## src/rtl/if_fetch_queue_pkg.sv

```systemverilog
// Shared fetch-path constants: machine word width and the default fetch queue depth.
package if_fetch_queue_pkg;

    localparam int WORD_WIDTH   = 32;
    localparam int FETCHQ_DEPTH = 4;

endpackage

```

## src/rtl/fetch_queue_ram.sv

```systemverilog
// Register-array storage for the fetch queue: one synchronous write port, one
// asynchronous read port, contents cleared by the asynchronous active-low reset.
module fetch_queue_ram #(
    parameter int DEPTH       = 4,
    parameter int ENTRY_WIDTH = 64,
    parameter int ADDR_WIDTH  = $clog2(DEPTH)
) (
    input  logic                   clk,
    input  logic                   rst,
    input  logic                   wr_en,
    input  logic [ADDR_WIDTH-1:0]  wr_addr,
    input  logic [ENTRY_WIDTH-1:0] wr_data,
    input  logic [ADDR_WIDTH-1:0]  rd_addr,
    output logic [ENTRY_WIDTH-1:0] rd_data
);

    logic [ENTRY_WIDTH-1:0] mem [DEPTH];

    always_ff @(posedge clk or negedge rst) begin
        if (!rst) begin
            for (int i = 0; i < DEPTH; i++) begin
                mem[i] <= '0;
            end
        end else if (wr_en) begin
            mem[wr_addr] <= wr_data;
        end
    end

    assign rd_data = mem[rd_addr];

endmodule

```

## src/rtl/if_fetch_queue.sv

```systemverilog
// In-order decoupling queue between instruction fetch and decode; a taken
// branch (flush) drops every queued wrong-path word and the word offered with it.
module if_fetch_queue
    import if_fetch_queue_pkg::*;
#(
    parameter int DEPTH = FETCHQ_DEPTH,
    parameter int WIDTH = WORD_WIDTH
) (
    input  logic                       clk,
    input  logic                       rst,
    input  logic                       in_valid,
    input  logic [WIDTH-1:0]           in_pc,
    input  logic [WIDTH-1:0]           in_instruction,
    output logic                       in_ready,
    input  logic                       flush,
    output logic                       out_valid,
    output logic [WIDTH-1:0]           out_pc,
    output logic [WIDTH-1:0]           out_instruction,
    input  logic                       out_ready,
    output logic [$clog2(DEPTH):0]     count
);

    localparam int PTR_WIDTH = $clog2(DEPTH);
    localparam int CNT_WIDTH = PTR_WIDTH + 1;
    localparam logic [CNT_WIDTH-1:0] FULL_COUNT = CNT_WIDTH'(DEPTH);

    logic [PTR_WIDTH-1:0] wr_ptr;
    logic [PTR_WIDTH-1:0] rd_ptr;
    logic                 push;
    logic                 pop;
    logic [2*WIDTH-1:0]   rd_entry;

    // Ready/valid depend only on registered count, so fetch Freeze never
    // sees a combinational path from decode stalls or the branch flush.
    assign in_ready  = (count != FULL_COUNT);
    assign out_valid = (count != '0);

    assign push = in_valid & in_ready & ~flush;
    assign pop  = out_valid & out_ready & ~flush;

    always_ff @(posedge clk or negedge rst) begin
        if (!rst) begin
            wr_ptr <= '0;
            rd_ptr <= '0;
            count  <= '0;
        end else if (flush) begin
            rd_ptr <= wr_ptr;
            count  <= '0;
        end else begin
            if (push) begin
                wr_ptr <= wr_ptr + PTR_WIDTH'(1);
            end
            if (pop) begin
                rd_ptr <= rd_ptr + PTR_WIDTH'(1);
            end
            case ({push, pop})
                2'b10:   count <= count + CNT_WIDTH'(1);
                2'b01:   count <= count - CNT_WIDTH'(1);
                default: count <= count;
            endcase
        end
    end

    fetch_queue_ram #(
        .DEPTH       (DEPTH),
        .ENTRY_WIDTH (2 * WIDTH),
        .ADDR_WIDTH  (PTR_WIDTH)
    ) u_ram (
        .clk     (clk),
        .rst     (rst),
        .wr_en   (push),
        .wr_addr (wr_ptr),
        .wr_data ({in_pc, in_instruction}),
        .rd_addr (rd_ptr),
        .rd_data (rd_entry)
    );

    assign out_pc          = rd_entry[2*WIDTH-1:WIDTH];
    assign out_instruction = rd_entry[WIDTH-1:0];

endmodule

```

## config.mk

```make
export PLATFORM = sky130hd
export DESIGN_NAME = if_fetch_queue
export DESIGN_NICKNAME = d
export VERILOG_FILES = /design/src/rtl/if_fetch_queue_pkg.sv /design/src/rtl/fetch_queue_ram.sv /design/src/rtl/if_fetch_queue.sv
export SDC_FILE = /design/constraint.sdc
export NUM_CORES = 1
export LEC_CHECK = 0
export BUFFER_PORTS_ARGS = -buffer_cell sky130_fd_sc_hd__buf_2
export CORE_MARGIN = 4
export CORE_UTILIZATION = 63
export DETAILED_ROUTE_END_ITERATION = 16
export HOLD_SLACK_MARGIN = 0.03
export PLACE_DENSITY = 0.85
export SLEW_MARGIN = 20
export SYNTH_ARGS = -nofsm -noshare
export SYNTH_HDL_FRONTEND = slang
export SYNTH_HIERARCHICAL = 1
export SYNTH_SLANG_ARGS = --single-unit
```

## constraint.sdc

```tcl
create_clock -name clk -period 6.3 [get_ports clk]
set_input_delay 0.945 -clock clk [delete_from_list [all_inputs] [get_ports clk]]
set_output_delay 0.945 -clock clk [all_outputs]
set_load 0.05 [all_outputs]
```

# Word level (Yosys, flattened, before mapping)
# Cells that the tools add are included.
totals:
  register_bits: 263
  latch_bits: 0
  ramBits: 0
  mem_bits_ro: 0
  out_inout_bits: 69
  n_memories: 0
classes:
  addsub: 4
  n_mul: 0
  div: 0
  order_cmp: 3
  n_eq_ne: 3
  shifts: 0
  n_mux: 10
  bitwise_logic: 7
  reduce_logical: 5
op_table:
  columns: ["operator", "count"]
  rows:
  - ["bitwise mux 256 bit", 1]
  - ["2-to-1 mux 64 bit", 3]
  - ["binary-select mux 64 bit (select 2 bit)", 1]
  - ["demux 64 bit (select 2 bit)", 1]
  - [">= comparator 3 bit, second input constant", 2]
  - ["NOT 2 -> 3 bit", 2]
  - ["case mux 3 bit (2 select lines)", 1]
  - ["nonzero test 3 bit", 2]
  - ["adder 2 x 1 -> 2 bit, second input constant", 2]
  - ["bitwise AND 1 bit", 4]
  - ["2-to-1 mux 2 bit", 2]
  - ["adder 3 x 1 -> 3 bit, second input constant", 1]
  - ["less-than comparator 3 x 1 -> 1 bit, second input constant", 1]
  - ["2-to-1 mux 3 bit", 1]
  - ["inequality test 3 bit, second input constant", 1]
  - ["subtractor 3 x 1 -> 3 bit, second input constant", 1]
  - ["equality test 2 x 1 -> 1 bit, second input constant", 1]
  - ["equality test 2 bit, second input constant", 1]
  - ["AND reduction 2 bit", 1]
  - ["nonzero test 2 bit", 1]
  - ["logical AND 1 bit", 1]
  - ["NOT 1 bit", 1]

# Depth between registers and ports, before layout
# Gate-level depths: netlist (run 1).
depth:
  depth_word: 6
  ltp_mapped: 7

# Hierarchy
# The synthesis (run 1) kept the hierarchy.
modules_own_cells:
  columns: ["module", "instances", "cells_per_inst", "area_per_inst_um2", "seq_area_each_um2"]
  rows:
  - ["fetch_queue_ram", 1, 621, 11162.0, 6406.1]
  - ["if_fetch_queue", 1, 49, 488.0, 175.2]

# Worst setup path after synthesis (run 1)
# Ideal clock, no wire load.
synth_path:
  kind: "register to register"
  from: "register count[1]"
  to: "register u_ram/mem[192] (netlist bit)"
  setup_ps: 127
  t_arrival_ps: 2462
  path_slack_ps: 3711
  stages_incl_launch_ff: 8
  path_cell_list: "dfrtp_1 buf_6 or3b_1 and3b_4 nor3b_2 buf_4 buf_6 mux2_1"
synth_via:
  elab_chain_cells: 3
synth_lines:
  columns: ["element", "line_no", "text"]
  rows:
  - ["start, declared", "if_fetch_queue.sv:20", "output logic [$clog2(DEPTH):0] count"]
  - ["start signal, assigned", "if_fetch_queue.sv:57", "2'b10: count <= count + CNT_WIDTH'(1);"]
  - ["start signal, assigned", "if_fetch_queue.sv:58", "2'b01: count <= count - CNT_WIDTH'(1);"]
  - ["start signal, assigned", "if_fetch_queue.sv:59", "default: count <= count;"]
  - ["inequality test 3 bit", "if_fetch_queue.sv:35", "assign in_ready = (count != FULL_COUNT);"]
  - ["net in_ready", "if_fetch_queue.sv:14", "output logic in_ready,"]
  - ["bitwise AND 1 bit (2 in series)", "if_fetch_queue.sv:38", "assign push = in_valid & in_ready & ~flush;"]
  - ["net push", "if_fetch_queue.sv:29", "logic push;"]
  - ["end signal, assigned by index", "fetch_queue_ram.sv:25", "mem[wr_addr] <= wr_data;"]
  - ["end, declared", "fetch_queue_ram.sv:17", "logic [ENTRY_WIDTH-1:0] mem [DEPTH];"]
# The timed path passes the listed nets, and every way through them passes these cells.
# A chain may end at the register's enable or synchronous reset.

# Worst setup path in the final report (run 1)
layout_path:
  from: "register rd_ptr[0]"
  to: "output out_pc[31]"
layout_via:
  elab_chain_cells: 4
layout_lines:
  columns: ["element", "line_no", "text"]
  rows:
  - ["start, declared", "if_fetch_queue.sv:28", "logic [PTR_WIDTH-1:0] rd_ptr;"]
  - ["start signal, assigned", "if_fetch_queue.sv:47", "rd_ptr <= wr_ptr;"]
  - ["start signal, assigned", "if_fetch_queue.sv:54", "rd_ptr <= rd_ptr + PTR_WIDTH'(1);"]
  - ["NOT 2 -> 3 bit (not written as such)", "fetch_queue_ram.sv:29", "assign rd_data = mem[rd_addr];"]
  - ["binary-select mux 64 bit (select 2 bit)", "fetch_queue_ram.sv:29", null]
  - ["2-to-1 mux 64 bit (not written as such) (2 in series)", "fetch_queue_ram.sv:29", null]
  - ["end, declared", "if_fetch_queue.sv:17", "output logic [WIDTH-1:0] out_pc,"]
# Every way passes these cells. The select of a mux whose other input is x is not followed.

==> results of run 1 <==
cells in the mapped netlist (2+ instances only):
master | count | area share
buf_2 | 8 | 0.0034
buf_4 | 10 | 0.0064
buf_6 | 20 | 0.019
clkbuf_8 | 6 | 0.0071
dfrtp_1 | 263 | 0.56
inv_1 | 3 | 0.00097
mux2_1 | 5 | 0.0048
mux2_2 | 252 | 0.24
mux4_2 | 64 | 0.12
nand2_1 | 3 | 0.00097
nand3_1 | 2 | 0.00086
nand3b_1 | 2 | 0.0013
o2111ai_1 | 2 | 0.0015
o21ai_0 | 3 | 0.0013
xor2_1 | 4 | 0.0030
routing by layer:
metal / vias up / share of wire / GRT usage
met5: - / 0.00030 / 0
met3: 36 / 0.046 / 0.0423
met4: 2 / 0.020 / 0.0585
li1: 2788 / - / -
met1: 3392 / 0.42 / 0.312
met2: 149 / 0.52 / 0.393
cell type report:
cell class                      instances  area [sq um]  area share
Clock inverter                          9          95.1     0.00720
Clock buffer                           40           795      0.0601
Antenna cell                            2          5.00    0.000379
Inverter                                3          11.3    0.000852
Timing Repair Buffer                  147           791      0.0599
Sequential cell                       263          6590       0.499
Multi-Input combinational cell        358          4640       0.351
Tap cell                              229           287      0.0217
per-stage QoR:
stage / utilization / cell area, sq um / std cells / hold slack, ps / setup WS (ps)
CTS: 0.729 / 13200 / 1048 / 501 / 2320
floorplan: - / 11600 / 670 / 453 / 3710
finish: 0.730 / 13200 / 1051 / 427 / 2410
global route: 0.730 / 13200 / 1050 / 473 / 2170
global placement: 0.679 / 12300 / 999 / 462 / 2900
detailed placement: 0.679 / 12300 / 999 / 487 / 2870
final timing paths:
path	from	to	depth (start not counted)
worst max-delay path	rd_ptr[0]	out_pc[31]	3
worst min-delay path	rst	u_ram/mem[169]	1
worst max register to register	count[0]	u_ram/mem[97]	5
worst min register to register	u_ram/mem[7]	u_ram/mem[7]	1
max in group asynchronous	rst	rd_ptr[0]	3
min in group clk	u_ram/mem[7]	u_ram/mem[7]	1
worst max-delay path, delay by kind of cell, from the launching register on:
family	cells	cell delay (ps)
buf+inv	2	920
flops	1	820
mux	1	620
flip-flops by register name, summed over array words and instances (netlist names):
name and flops:
rd_ptr 2, u_ram/mem 256, wr_ptr 2, count 3
cell families after synthesis:
family,after synthesis,share of synthesized area
AND/OR/NAND/NOR,18,0.0108
multiplexers,321,0.372
adder cells (fa/ha/maj),1,0.00172
buffers and inverters,49,0.0379
XOR/XNOR,5,0.00376
AO/OA/AOI/OAI,13,0.00870
flip-flops,263,0.565
==> impl_metrics.toml, run 1 <==
[outcome]
outcome = "finished clean"

[synth]
synthCells = 670
synth-async-reset-ratio = 1.00
synth-edff-count = 0
synth_flop_cell = "dfrtp_1"
syn_avg_cell_area_sq_um = 17.4
netlist-cell-type-count = 38
ys_seq_area_frac = 0.565
ys_seq_elements = 263
syn-num-nets = 740
ys_warn_count = 6
synth_area_sq_mm = 0.0116

[place]
portBuffers = 137
place_congestion = 0.771
hpwlAfterDp_um = 14600

[sta]
fmax_mhz = 257
setup_viol = 0
slew_viol_final = 0
worst_pin_slew_ps = 1120
slew_headroom = 0.253
rsz0062_at_grt = "no"
skew_ps = 10.0
fin_crit_sh = 0.617
period_minus_slack_ps = 3890
hold_viol = 0
setup_tns_ps = 0

[detailed_routing]
drcViolationCount = 0
avgViaCountPerCell = 6.06
ant_nets = 0
wl_um = 23300
vias = 6367
drtIter0Drc = 265
drtPass1Iterations = 4
avgRoutedWirePerCell_um = 22.1

[critical_path]
cp-end-kind = "primary output"
cp_data_arrival_time_ps = 2940
cp-start-kind = "register"
crit_path_max_incr_delay_ps = 820
path_cells = "buf_4 > mux4_2 > buf_2"
r2r_slack_ps = 3590
required_ps = 5350
critPathMaxFanout = 36
worstSetupPathType = "reg -> out"
cpMaxStageDelayCell = "dfrtp_4"

[cts]
cts_tree = "built"
clkTransAtPathRegs_ps = 60
post_cts_buffers = 0
clock_sinks = 263
clk_path_buf_depth = 3
insertion_delay_ps = 520
cts_made_buffers = 27
h-tree-depth = 1
cts_resized = 0
cts_root_buf = "clkbuf_16"
cts_hold_buf = 0

[floorplanning]
dieArea_sq_mm = 0.0207
die_width_um = 144
rows = 49
fp.coreArea_sq_mm = 0.0181
io_pins = 138
die-height_um = 144
initial_core_util = 0.644

[layout]
final_common_cell = "dfrtp_1"
fin_nets = 870
syn_to_final_growth_pct = 13.4
layout_common_cells = "dfrtp_1, mux2_2, buf_2, mux4_2, clkbuf_16"
layout-drive-gt1-share = 0.627
n_fill_cell = 1101

[grt]
grt_pass1_wl_um = 37500
grt_pass1_vias = 7165
grt_start_max_net_pins = 151
antenna_found_initial = 2
grt_usage = 0.230
grt_overflow = 0

[job]
max-cap-violations = 0

[hold_path]
hold_path.class = "in -> async"
Power of run 1 is left out: the tool's default activity adds up to more than one toggle a clock period on the data nets, which glitch-free logic cannot reach.
==> run 2, diff against run 1 <==
Settings changed: CORE_UTILIZATION 63 to 58, PLACE_DENSITY 0.85 to 0.79.
Clock period 6.3 ns to 3.6 ns, I/O delays scaled along.
==> impl_metrics.toml, run 2 (synthesis results as in run 1) <==
[detailed_routing]
ant_nets = 0
drtPass1Iterations = 4
wl_um = 23800
avgViaCountPerCell = 5.84
drtIter0Drc = 314
avgRoutedWirePerCell_um = 21.9
drcViolationCount = 0
vias = 6353

[critical_path]
cpMaxStageDelayCell = "dfrtp_4"
critPathMaxFanout = 23
cp_data_arrival_time_ps = 2500
path_cells = "buf_4 > mux4_2 > buf_2"
crit_path_max_incr_delay_ps = 750
cp-start-kind = "register"
worstSetupPathType = "reg -> out"
cp-end-kind = "primary output"
r2r_slack_ps = 1140
required_ps = 3060

[grt]
grt_usage = 0.221
met1_usage = 0.293
grt_pass1_vias = 7276
top_usage_layer = "met2"
grt_use_met3 = 0.0497
antenna_found_initial = 4
grt_pass1_wl_um = 38900
grtUsageMet2 = 0.383
grt_overflow = 0
grt_start_max_net_pins = 125

[cts]
h-tree-depth = 1
cts_root_buf = "clkbuf_16"
insertion_delay_ps = 520
cts_tree = "built"
post_cts_buffers = 0
clkTransAtPathRegs_ps = 60
cts_hold_buf = 0
clk_path_buf_depth = 3
cts_resized = 0
cts_made_buffers = 27
clock_sinks = 263

[place]
place_congestion = 0.804
pre_cts_ws_ps = 1040
portBuffers = 137
hpwlAfterDp_um = 15300

[outcome]
outcome = "finished clean"

[sta]
slew_headroom = 0.377
fin_ws_ps = 559
fin_crit_sh = 0.845
slew_viol_final = 0
setup_viol = 0
fmax_mhz = 329
worst_pin_slew_ps = 934
hold_viol = 0
skew_ps = 6.66
period_minus_slack_ps = 3040
setup_tns_ps = 0
rsz0062_at_grt = "no"

[layout]
layout_common_cells = "dfrtp_1, mux2_2, buf_2, mux4_2, clkbuf_16"
final_common_cell = "dfrtp_1"
layout-drive-gt1-share = 0.629
largest_reg_flops = 256
top_register = "u_ram/mem"
fin_nets = 875
reg_top3 = "u_ram/mem: 256 flops, count: 3 flops"
syn_to_final_growth_pct = 13.8

[floorplanning]
fp.coreArea_sq_mm = 0.0196
initial_core_util = 0.595
die-height_um = 150
dieArea_sq_mm = 0.0224
die_width_um = 150
rows = 51
io_pins = 138

[hold_path]
hold_path.class = "in -> async"

[job]
max-cap-violations = 0
-- run 2: cell count changes in the layout (fill, tap and decap cells not counted), sizes merged --
cell and change:
clkbuf -2, bufinv -1, clkinv -2, buf +5
-- run 2: per-layer routing --
metal,vias to the layer above,wire length [um]
met4,8,289
met1,3383,9870
met3,31,1370
li1,2791,-
met5,-,61
met2,140,12200
-- run 2: through the flow --
| step | utilization | cells | cell area (sq um) | hold WS, ps |
|---|---|---|---|---|
| 2_1_floorplan | - | 670 | 11600 | 244 |
| 6_report | 0.677 | 1087 | 13300 | 84.6 |
| 5_1_grt | 0.677 | 1085 | 13300 | 178 |
| 4_1_cts | 0.677 | 1085 | 13300 | 161 |
| 3_5_place_dp | 0.634 | 1041 | 12400 | 482 |
| 3_3_place_gp | 0.634 | 1041 | 12400 | 462 |
-- run 2: final cells by class --
class                           count  area [sq um]
Antenna cell                        2          5.00
Clock buffer                       38           787
Clock inverter                      6          55.1
Fill cell                        1330          6330
Inverter                            3          11.3
Multi-Input combinational cell    358          4640
Sequential cell                   263          6590
Tap cell                          265           332
Timing Repair Buffer              152           846
-- run 2: worst paths after layout --
check	start	end	cells past startpoint
max	rd_ptr[0]	out_instruction[28]	3
min	rst	u_ram/mem[233]	1
max reg2reg	count[0]	u_ram/mem[52]	5
min reg2reg	u_ram/mem[192]	u_ram/mem[192]	1
max in group asynchronous	rst	u_ram/mem[76]	2
min in group clk	in_pc[30]	u_ram/mem[254]	2
-- run 2: worst max-delay path: cells and delay by family (launching register included) --
family | cells | cell delay [ps]
buf+inv | 2 | 650
flops | 1 | 750
mux | 1 | 560
Power of run 2 is left out for the same reason.
==> run 3, diff against run 2 <==
Settings changed: ABC_AREA set to 1, CORE_UTILIZATION 58 to 60, PLACE_DENSITY 0.79 to 0.81.
Clock period 3.6 ns to 2.91 ns, I/O delays scaled along.
==> impl_metrics.toml, run 3 <==
[hold_path]
hold_path.class = "in -> reg"
min-delay-start = "in_instruction[4]"
hold_path_end = "u_ram/mem[4]"
hold-path-cell-count = 3

[sta]
setup_tns_ps = 0
setup_viol = 0
rsz0062_at_grt = "no"
worst_pin_slew_ps = 855
period_minus_slack_ps = 2580
slew_headroom = 0.430
skew_ps = 11.6
fin_crit_sh = 0.887
fmax_mhz = 387
slew_viol_final = 0
hold_viol = 0

[detailed_routing]
drtPass1Iterations = 5
avgRoutedWirePerCell_um = 15.9
avgViaCountPerCell = 5.45
drcViolationCount = 0
wl_um = 36400
drtIter0Drc = 1239
ant_nets = 0
vias = 12500

[place]
place_area_sq_mm = 0.0145
placed_cells = 2240
portBuffers = 137
place_congestion = 0.825
hpwlAfterDp_um = 20700

[critical_path]
critPathMaxFanout = 21
cp-start-kind = "register"
r2r_cells = 8
path_cells = "inv_2 > buf_4 > nand3_1 > nand2_1 > buf_2"
cpMaxStageDelayCell = "dfrtp_2"
crit_path_max_incr_delay_ps = 400
required_ps = 2470
cp_data_arrival_time_ps = 2140
r2r_slack_ps = 860
critPathBufInv = 3
crit_family = "buffers and inverters"
worstSetupPathType = "reg -> out"
startpoint = "rd_ptr[1]"
timing.rr.start = "count[0]"
r2r-end = "u_ram/mem[105]"
cp-end-kind = "primary output"

[cts]
clk_path_buf_depth = 3
clkTransAtPathRegs_ps = 60
cts_root_buf = "clkbuf_16"
insertion_delay_ps = 540
cts_tree = "built"
clock_sinks = 263
cts_made_buffers = 28
h-tree-depth = 1
cts_resized = 0

[power]
vdd_drop_max_v = 0.000972
cellPowerDensity_mw_per_mm2 = 1350
finalPower_mw = 20.7
cellLeakagePower_nw = 9.02

[floorplanning]
dieArea_sq_mm = 0.0254
die-height_um = 159
io_pins = 138
fp.coreArea_sq_mm = 0.0226
rows = 55
initial_core_util = 0.608
die_width_um = 159

[layout]
final_common_cell = "nand2_1"
layout_common_cells = "nand2_1, inv_1, dfrtp_1, nand3_1, buf_2"
fin_nets = 2056
design_area_sq_mm = 0.0154
largest_reg_flops = 256
reg_top3 = "u_ram/mem: 256 flops, count: 3 flops"
layout-drive-gt1-share = 0.119
syn_to_final_growth_pct = 12.2
stdcell_count = 2295
top_register = "u_ram/mem"

[synth]
synth_area_leader_cell = "dfrtp_1"
ys_seq_area_frac = 0.479
synth_flop_cell = "dfrtp_1"
ys_seq_elements = 263
synthCells = 1918
ys_warn_count = 6
syn_avg_cell_area_sq_um = 7.16
yosysMostFrequentCell = "nand2_1"
synth-edff-count = 0
synth_top_area_share = 0.479
syn-num-nets = 1988
synth_area_sq_mm = 0.0137
synthTopCellsByCount = "nand2_1, inv_1, dfrtp_1"
ys_top_cells_by_area = "dfrtp_1, nand2_1, inv_1, nand3_1, nand4_1"
netlist-cell-type-count = 26
synth-async-reset-ratio = 1.00

[grt]
grt_start_max_net_pins = 141
antenna_found_initial = 5
grt_pass1_wl_um = 61000
grt_overflow = 0
grt_pass1_vias = 12100
grt_usage = 0.286

[job]
max-cap-violations = 0

[outcome]
outcome = "finished clean"
==> run 3: changes by cell type after synthesis, moves of 4 or more <==
cell and change:
nand2_2 +4, mux2_1 -5, inv_2 +4, o21ai_1 +61, inv_1 +323, buf_2 +104
mux2_2 -252, nand3_1 +196, buf_6 -19, nand4_1 +128, nand2_1 +779, mux4_2 -64
clkbuf_8 -6
==> run 3: per-stage QoR <==
stage	worst slack (ps)	hold WS, ps	utilization
after global placement	902	453	0.642
after floorplan	498	141	-
after CTS	326	155	0.683
final	329	168	0.683
after detailed placement	892	458	0.642
after global routing	196	163	0.683
==> run 3: cells by family (layout without fill, tap and decap cells) <==
kind of cell               count (synthesis)  count (layout)  synth area share
AOI/OAI and AO/OA                         69              69            0.0258
xor gates and xnor gates                   3               3           0.00191
adders and majority gates                  1               1           0.00146
buffers and inverters                    460             550             0.139
DFF                                      263             263             0.479
other                                      0               2                 0
and+or+nand+nor                         1122            1122             0.353
==> run 3: final cells by class <==
type                       instances  area, sq um
antenna                            2         5.00
clock buffer                      43          858
clock inverter                     9         45.0
fill                            1927         7160
inverter                         330         1240
multi-input combinational       1195         5260
sequential                       263         6590
tap                              285          357
timing repair buffer             168         1060
==> run 3: worst reg2reg max path, delay by kind of cell, from the launching register on <==
| kind | cells | cell delay (ps) |
|---|---|---|
| flops | 1 | 470 |
| buf+inv | 2 | 720 |
| simple gates | 6 | 790 |
==> run 3: power by group <==
part | internal (mW) | leakage (nW) | switching (mW)
logic | 2.80 | 5.28 | 8.13
registers | 5.34 | 3.29 | 1.03
clock network | 2.02 | 0.457 | 1.42
==> run 3: worst max path at each step <==
| stage | end | depth (start not counted) |
|---|---|---|
| 2_1_floorplan | count[2] | 11 |
| 3_3_place_gp | out_instruction[1] | 5 |
| 3_5_place_dp | out_instruction[13] | 4 |
| 4_1_cts | out_instruction[13] | 4 |
| 5_1_grt | out_instruction[13] | 4 |
| 6_report | out_pc[2] | 5 |
==> run 3: layer usage <==
metal,up-vias,routed length [um],global-route usage
met5,-,41,0
met4,6,777,0.0789
met2,562,17200,0.474
met3,69,3190,0.0463
met1,5837,15200,0.397
li1,6039,-,-
==> run 3: what timing repair did <==
| item | CTS | global route |
|---|---|---|
| hold buffers | 1 | 0 |
| setup buffers | 0 | 0 |
| endpoints found under the hold margin | 81 | 0 |
Note: power is estimated with default switching activity, not from simulation.
